**config.mk**
```make
export PLATFORM = sky130hd
export DESIGN_NAME = mem_stage
export DESIGN_NICKNAME = d
export VERILOG_FILES = /design/src/rtl/mem_stage_pkg.sv /design/src/rtl/mem_stage_lsu_align.sv /design/src/rtl/mem_stage.sv
export SDC_FILE = /design/constraint.sdc
export NUM_CORES = 1
export LEC_CHECK = 0
export BUFFER_PORTS_ARGS = -buffer_cell sky130_fd_sc_hd__buf_2
export CAP_MARGIN = 20
export CORE_AREA = 10 10 161 103
export CTS_BUF_LIST = sky130_fd_sc_hd__clkbuf_16
export CTS_CLUSTER_SIZE = 16
export DETAILED_ROUTE_END_ITERATION = 6
export DIE_AREA = 0 0 171 113
export PLACE_DENSITY_LB_ADDON = 0.25
export SLEW_MARGIN = 10
export SYNTH_ARGS = -nofsm -noshare
export SYNTH_HDL_FRONTEND = slang
export SYNTH_SLANG_ARGS = --single-unit
```
**constraint.sdc**
```tcl
create_clock -name clk -period 2.41 [get_ports clk]
set_input_delay 0.241 -clock clk [delete_from_list [all_inputs] [get_ports clk]]
set_output_delay 0.241 -clock clk [all_outputs]
set_load 0.005 [all_outputs]
```
**src/rtl/mem_stage_pkg.sv**
```systemverilog
// rtl/mem_stage_pkg.sv - shared types, opcodes and decode helpers for the memory stage
package mem_stage_pkg;

    localparam int NUM_LANES = 4;
    localparam int LANE_W    = 2;
    localparam int BE_W      = NUM_LANES;

    typedef enum logic [1:0] {
        IDLE = 2'd0,
        REQ  = 2'd1,
        WAIT = 2'd2
    } mem_state_e;

    typedef enum logic [1:0] {
        ERR_NONE     = 2'd0,
        ERR_MISALIGN = 2'd1,
        ERR_TIMEOUT  = 2'd2
    } err_cause_e;

    typedef struct packed {
        logic [5:0] opcode;
        logic [4:0] rs;
        logic [4:0] rt;
        logic [4:0] rd;
        logic [4:0] shamt;
        logic [5:0] funct;
    } instruction_s;

    localparam logic [5:0] OP_SPECIAL = 6'h00;
    localparam logic [5:0] OP_LW      = 6'h23;
    localparam logic [5:0] OP_LBU     = 6'h24;
    localparam logic [5:0] OP_SB      = 6'h28;
    localparam logic [5:0] OP_SW      = 6'h2b;
    localparam logic [5:0] FN_ADDU    = 6'h21;

    function automatic logic k_lw(instruction_s i);
        return i.opcode == OP_LW;
    endfunction

    function automatic logic k_lbu(instruction_s i);
        return i.opcode == OP_LBU;
    endfunction

    function automatic logic k_sw(instruction_s i);
        return i.opcode == OP_SW;
    endfunction

    function automatic logic k_sb(instruction_s i);
        return i.opcode == OP_SB;
    endfunction

endpackage

```
**src/rtl/mem_stage_lsu_align.sv**
```systemverilog
// rtl/mem_stage_lsu_align.sv - little-endian byte-enable generation, store replication and LBU extraction
module lsu_align
    import mem_stage_pkg::*;
(
    input  logic              byte_op,
    input  logic [LANE_W-1:0] lane,
    input  logic [31:0]       store_data,
    output logic [BE_W-1:0]   be,
    output logic [31:0]       store_word,
    input  logic              load_byte,
    input  logic [LANE_W-1:0] load_lane,
    input  logic [31:0]       load_word,
    output logic [31:0]       load_result
);

    always_comb begin
        be          = '1;
        store_word  = store_data;
        load_result = load_word;
        if (byte_op) begin
            be         = {{(BE_W-1){1'b0}}, 1'b1} << lane;
            store_word = {NUM_LANES{store_data[7:0]}};
        end
        if (load_byte) begin
            load_result = {24'b0, load_word[8*load_lane +: 8]};
        end
    end

endmodule

```
**src/rtl/mem_stage.sv**
```systemverilog
// rtl/mem_stage.sv - memory-access stage: request FSM, byte steering, timeout and registered writeback
module mem_stage
    import mem_stage_pkg::*;
#(
    parameter int TIMEOUT = 255
) (
    input  logic         clk,
    input  logic         n_reset,
    input  logic         valid_i,
    input  instruction_s op_i,
    input  logic [31:0]  alu_result_i,
    input  logic [31:0]  wdata_i,
    input  logic         wb_en_i,
    input  logic [4:0]   wb_idx_i,
    output logic         stall_o,
    output logic         wb_valid_o,
    output logic [4:0]   wb_idx_o,
    output logic [31:0]  wb_data_o,
    output logic         mem_req_valid_o,
    input  logic         mem_req_ready_i,
    output logic         mem_we_o,
    output logic [29:0]  mem_addr_o,
    output logic [3:0]   mem_be_o,
    output logic [31:0]  mem_wdata_o,
    input  logic         mem_rsp_valid_i,
    input  logic [31:0]  mem_rsp_data_i,
    output logic         err_o,
    output err_cause_e   err_cause_o
);

    localparam int CNT_W = (TIMEOUT > 0) ? $clog2(TIMEOUT + 1) : 1;

    mem_state_e state_q, state_d;
    logic [CNT_W-1:0] cnt_q;

    logic              req_we_q;
    logic [29:0]       req_addr_q;
    logic [BE_W-1:0]   req_be_q;
    logic [31:0]       req_wdata_q;
    logic [LANE_W-1:0] lane_q;
    logic              lbu_q;
    logic              ld_wb_en_q;
    logic [4:0]        ld_idx_q;

    logic              wb_valid_q;
    logic [4:0]        wb_idx_q;
    logic [31:0]       wb_data_q;
    logic              err_q;
    err_cause_e        err_cause_q;

    logic op_lw, op_lbu, op_sw, op_sb, op_mem, misaligned;
    logic accept_pass, accept_misalign, accept_mem, load_done, timeout_hit, tmo_reached;
    logic [BE_W-1:0] align_be;
    logic [31:0]     align_wdata;
    logic [31:0]     load_result;
    logic            unused_op;

    assign op_lw      = k_lw(op_i);
    assign op_lbu     = k_lbu(op_i);
    assign op_sw      = k_sw(op_i);
    assign op_sb      = k_sb(op_i);
    assign op_mem     = op_lw | op_lbu | op_sw | op_sb;
    assign misaligned = (op_lw | op_sw) && (alu_result_i[1:0] != 2'b00);
    assign unused_op  = ^{op_i.rs, op_i.rt, op_i.rd, op_i.shamt, op_i.funct};

    // A zero TIMEOUT never reaches the limit, so accesses wait forever.
    assign tmo_reached = (TIMEOUT > 0) && (cnt_q == CNT_W'(TIMEOUT - 1));

    lsu_align u_lsu_align (
        .byte_op     (op_sb | op_lbu),
        .lane        (alu_result_i[1:0]),
        .store_data  (wdata_i),
        .be          (align_be),
        .store_word  (align_wdata),
        .load_byte   (lbu_q),
        .load_lane   (lane_q),
        .load_word   (mem_rsp_data_i),
        .load_result (load_result)
    );

    always_ff @(posedge clk or negedge n_reset) begin
        if (!n_reset) begin
            state_q <= IDLE;
        end else begin
            state_q <= state_d;
        end
    end

    // Handshake and response are tested before the timeout so they win a tie.
    always_comb begin
        state_d         = state_q;
        accept_pass     = 1'b0;
        accept_misalign = 1'b0;
        accept_mem      = 1'b0;
        load_done       = 1'b0;
        timeout_hit     = 1'b0;
        case (state_q)
            IDLE: begin
                if (valid_i) begin
                    if (!op_mem) begin
                        accept_pass = wb_en_i;
                    end else if (misaligned) begin
                        accept_misalign = 1'b1;
                    end else begin
                        accept_mem = 1'b1;
                        state_d    = REQ;
                    end
                end
            end
            REQ: begin
                if (mem_req_ready_i) begin
                    state_d = req_we_q ? IDLE : WAIT;
                end else if (tmo_reached) begin
                    timeout_hit = 1'b1;
                    state_d     = IDLE;
                end
            end
            WAIT: begin
                if (mem_rsp_valid_i) begin
                    load_done = 1'b1;
                    state_d   = IDLE;
                end else if (tmo_reached) begin
                    timeout_hit = 1'b1;
                    state_d     = IDLE;
                end
            end
            default: state_d = IDLE;
        endcase
    end

    always_ff @(posedge clk or negedge n_reset) begin
        if (!n_reset) begin
            cnt_q <= '0;
        end else if (accept_mem) begin
            cnt_q <= '0;
        end else if (state_q != IDLE) begin
            cnt_q <= cnt_q + CNT_W'(1);
        end
    end

    always_ff @(posedge clk or negedge n_reset) begin
        if (!n_reset) begin
            req_we_q    <= 1'b0;
            req_addr_q  <= '0;
            req_be_q    <= '0;
            req_wdata_q <= '0;
            lane_q      <= '0;
            lbu_q       <= 1'b0;
            ld_wb_en_q  <= 1'b0;
            ld_idx_q    <= '0;
        end else if (accept_mem) begin
            req_we_q    <= op_sw | op_sb;
            req_addr_q  <= alu_result_i[31:2];
            req_be_q    <= align_be;
            req_wdata_q <= align_wdata;
            lane_q      <= alu_result_i[1:0];
            lbu_q       <= op_lbu;
            ld_wb_en_q  <= wb_en_i;
            ld_idx_q    <= wb_idx_i;
        end
    end

    always_ff @(posedge clk or negedge n_reset) begin
        if (!n_reset) begin
            wb_valid_q  <= 1'b0;
            wb_idx_q    <= '0;
            wb_data_q   <= '0;
            err_q       <= 1'b0;
            err_cause_q <= ERR_NONE;
        end else begin
            wb_valid_q  <= accept_pass | (load_done & ld_wb_en_q);
            err_q       <= accept_misalign | timeout_hit;
            err_cause_q <= accept_misalign ? ERR_MISALIGN :
                           timeout_hit     ? ERR_TIMEOUT  : ERR_NONE;
            if (accept_pass) begin
                wb_idx_q  <= wb_idx_i;
                wb_data_q <= alu_result_i;
            end else if (load_done && ld_wb_en_q) begin
                wb_idx_q  <= ld_idx_q;
                wb_data_q <= load_result;
            end
        end
    end

    assign stall_o         = (state_q != IDLE);
    assign mem_req_valid_o = (state_q == REQ);
    assign mem_we_o        = req_we_q;
    assign mem_addr_o      = req_addr_q;
    assign mem_be_o        = req_be_q;
    assign mem_wdata_o     = req_wdata_q;
    assign wb_valid_o      = wb_valid_q;
    assign wb_idx_o        = wb_idx_q;
    assign wb_data_o       = wb_data_q;
    assign err_o           = err_q;
    assign err_cause_o     = err_cause_q;

endmodule
```
==> metrics.md <==
| Metric | Value |
|---|---|
| Status | complete, no violations |
| Top cells by count, synth | dfrtp_1, o21ai_0, a21oi_1 |
| CTS Buf Count | 17 |
| Cell Int Power | between 5 and 6 mW |
| Total Power | approximately 8.8 mW |
| Max-slew violation count | 0 |
| Reg power frac | 40.2% |
| Average cell area after synthesis | 11.3 um^2 |
| Cell Rows | 33 |
| Dpl hpwl | about 15000 um |
| EDFF count, synth | 0 |
| Combinational power share | 31.9% |
| Top_reg_cell synth | dfrtp_1 |
| YS warnings | 0 |
| Cell area after synthesis | 0.00605 mm^2 |
| Initial antenna violation count | 1 |
| Die height | around 110 um |
| First-pass detailed-route iteration total | 7 |
| HP Class | in2reg |
| Routability cong. | approximately 0.81 |
| Slew @ Worst Pin | ~540 ps |
| DR DRC count | 0 |
| # setup viols final | 0 |
| WL/cell | slightly above 20 um |
| Initial Util | 44.7% |
| Port Buffers | roughly 220 |
| CTS Buffer Depth | 2 |
| DR vias/cell | 5.42 |
| Crit end category | flip-flop |
| All-Layer GR Usage | between 10% and 20% |
| Fin crit period | roughly 2000 ps |
| TNS Setup | 0 ps |
| Synth top area cells | dfrtp_1, mux2_4, mux2i_1, o21ai_0, a21oi_1 |
| Clock share of power | 27.9% |
| Vias | between 5000 and 6000 |
| Net Sw Frac | around a third |
| CTS tree | done |
| DRT iter0 DRCs | ~350 |
| NetSw | roughly 2.9 mW |
| Num ports | between 200 and 250 |
| Clk sinks | approximately 130 |
| Final Util | 58.5% |
| Fin. Hold Viols | 0 |
| Leak pwr | between 4 and 5 nW |
| WL final | around 20000 um |
| Grt total ovfl | 0 |
| Crit. path cell count | 6 |
| Final Hold Slack | 51.8 ps |
| WS Path Type | reg2reg |
| Yosys top cell by area | dfrtp_1 |
| Post-synthesis cell count | 538 |
| Final worst-path cycle share | a little over four fifths |
| Final net count | 900 |
| Largest net degree at the start of global routing | between 60 and 70 |
| Syn Nets | slightly below 700 |
| Crit path max-delay family | simple AND/OR/NAND/NOR gates |
| Post-synth cell types | 47 |
| Max FO, Critical Path | 53 |
| Hold depth | 3 |
| Final Skew | around 10 ps |
| Synth top area share | around 53% |
| RSZ-0062 raised after global routing | false |
| Most common cell in the netlist | dfrtp_1 |
| Slowest Stage Delay on Critical Path | ~400 ps |
| Seq cells post-synth | roughly 130 |
| Post-route ant nets | 0 |
| Clock Latency Late Sink | 410 ps |
| Max Cap Viol | 0 |
| CP bufs+invs | 2 |
| P&R area growth vs syn | 30.9% |
| Pwr dens | approximately 1100 mW/mm^2 |
| Die area | roughly 0.019 mm^2 |
| Peak supply drop | 0.450 mV |
| Fmax | 498 MHz |
| Seq/Total Area, Yosys | 52.5% |
| Startpoint Class | flip-flop |
| Root Buffer Master | clkbuf_16 |
| Fraction of layout cells with a size suffix above 1 | between 40% and 50% |
| Core area | between 0.01 and 0.015 mm^2 |
| Crit path DAT | 2290 ps |
| Worst reg-to-reg path cell count | 6 |
| CP cell instances | inv_1 -> ha_1 -> nand2_1 -> or2_4 -> buf_12 -> mux2_1 |
| Slowest CP cell | dfrtp_1 |
| Fraction of registers with async set/reset | 100% |
| Clk pin slew, worst setup/hold paths | about 60 ps |
| Die width | between 150 and 200 um |
| Max-slew headroom | a little under two thirds |
| First-pass GRT wire length | ~30000 um |
| Diodes inserted | 0 |
| Vias in the first global route | around 5100 |
| H-tree depth | 4 |
| Worst Path Required | around 2700 ps |
## power groups by stage
stage / Sequential [mW] / Clock, mW / Combinational (mW)
2_1_floorplan: 3.54 / 0 / 1.40
5_1_grt: 3.65 / 2.59 / 3.09
4_1_cts: 3.53 / 2.49 / 2.85
6_report: 3.53 / 2.45 / 2.80
3_3_place_gp: 3.50 / 0 / 2.77
3_5_place_dp: 3.55 / 0 / 2.85
## what timing repair did
action / in CTS / in global routing
endpoints found under the hold margin: 35 / 0
gates resized for setup: 0 / 0
setup endpoints to repair: 0 / 0
hold buffers: 1 / 0
setup buffers: 0 / 0
## worst register-to-register path, delay by kind of cell, from the launching register on
kind	cells	cell delay, ps
muxes	1	400
DFF	1	400
buffers and inverters	2	310
and+or+nand+nor	2	470
adders and majority gates	1	300
## placed cells by master (no fill, tap or decap), types with 3 or more instances in the layout
cell       instances
a21oi_1           43
a2bb2oi_1          7
and3_1            25
buf_12             3
buf_2            221
buf_4             12
clkbuf_16         17
clkinv_2           3
clkinv_4           3
dfrtp_1          127
ha_1               6
inv_1             14
inv_6              5
mux2_2             6
mux2_4            39
mux2i_1           37
nand2_1           37
nand3_1            4
nor2_1             9
nor3_1             3
nor3b_1            8
o211ai_1           4
o21ai_0           56
o21ai_1           32
o221ai_1           9
o22ai_1            3
## metrics by stage
step / cell area [um^2] / setup slack (ps) / instances
2_1_floorplan: 6050 / 614 / 538
3_3_place_gp: 7360 / 373 / 910
3_5_place_dp: 7360 / 315 / 910
4_1_cts: 7930 / 419 / 943
5_1_grt: 7930 / 305 / 943
6_report: 7930 / 401 / 943
## registers in the layout, summed over array words and instances (netlist names), 2 cells and up
| name | flops |
|---|---|
| err_cause_o | 2 |
| cnt_q | 8 |
| mem_addr_o | 30 |
| mem_be_o | 4 |
| ld_idx_q | 5 |
| wb_data_o | 32 |
| lane_q | 2 |
| state_q | 2 |
| mem_wdata_o | 32 |
| wb_idx_o | 5 |
## layer usage
| layer | GRT usage [%] | vias up | routed length [um] |
|---|---|---|---|
| li1 | - | 2383 | - |
| met1 | 27.0 | 2541 | 8960 |
| met2 | 29.1 | 178 | 8940 |
| met3 | 6.18 | 11 | 1430 |
| met4 | 3.81 | 2 | 136 |
| met5 | 0 | - | 7 |
## area by class of cell
cell class,count,area [um^2]
fillers,1160,5620
flip-flops and latches,127,3180
multi-input cells,358,2650
repair buffers,237,1270
clock buffers,17,425
well taps,175,219
clock inverters,15,134
inverters,14,52.6
## path summary, 6_finish.rpt
path	from	endpoint	slack (ps)
worst min register to register	mem_addr_o[0]	mem_addr_o[0]	490
worst max register to register	state_q[0]	mem_addr_o[0]	400
min in group asynchronous	n_reset	wb_data_o[27]	350
worst max-delay path	state_q[0]	mem_addr_o[0]	400
max in group asynchronous	n_reset	wb_data_o[6]	1280
worst min-delay path	alu_result_i[31]	wb_data_o[31]	50
## kinds of logic (layout without fill, tap and decap cells)
| family | Yosys count | after routing | synth area share [%] |
|---|---|---|---|
| AO/OA/AOI/OAI | 165 | 165 | 15.5 |
| flip-flops | 127 | 127 | 52.5 |
| AND/OR/NAND/NOR | 102 | 102 | 9.26 |
| multiplexers | 83 | 83 | 17.1 |
| buffers and inverters | 53 | 283 | 4.11 |
| adder cells (fa/ha/maj) | 6 | 6 | 1.24 |
| XOR/XNOR | 2 | 2 | 0.289 |
Power figures use the tool's default switching activity.
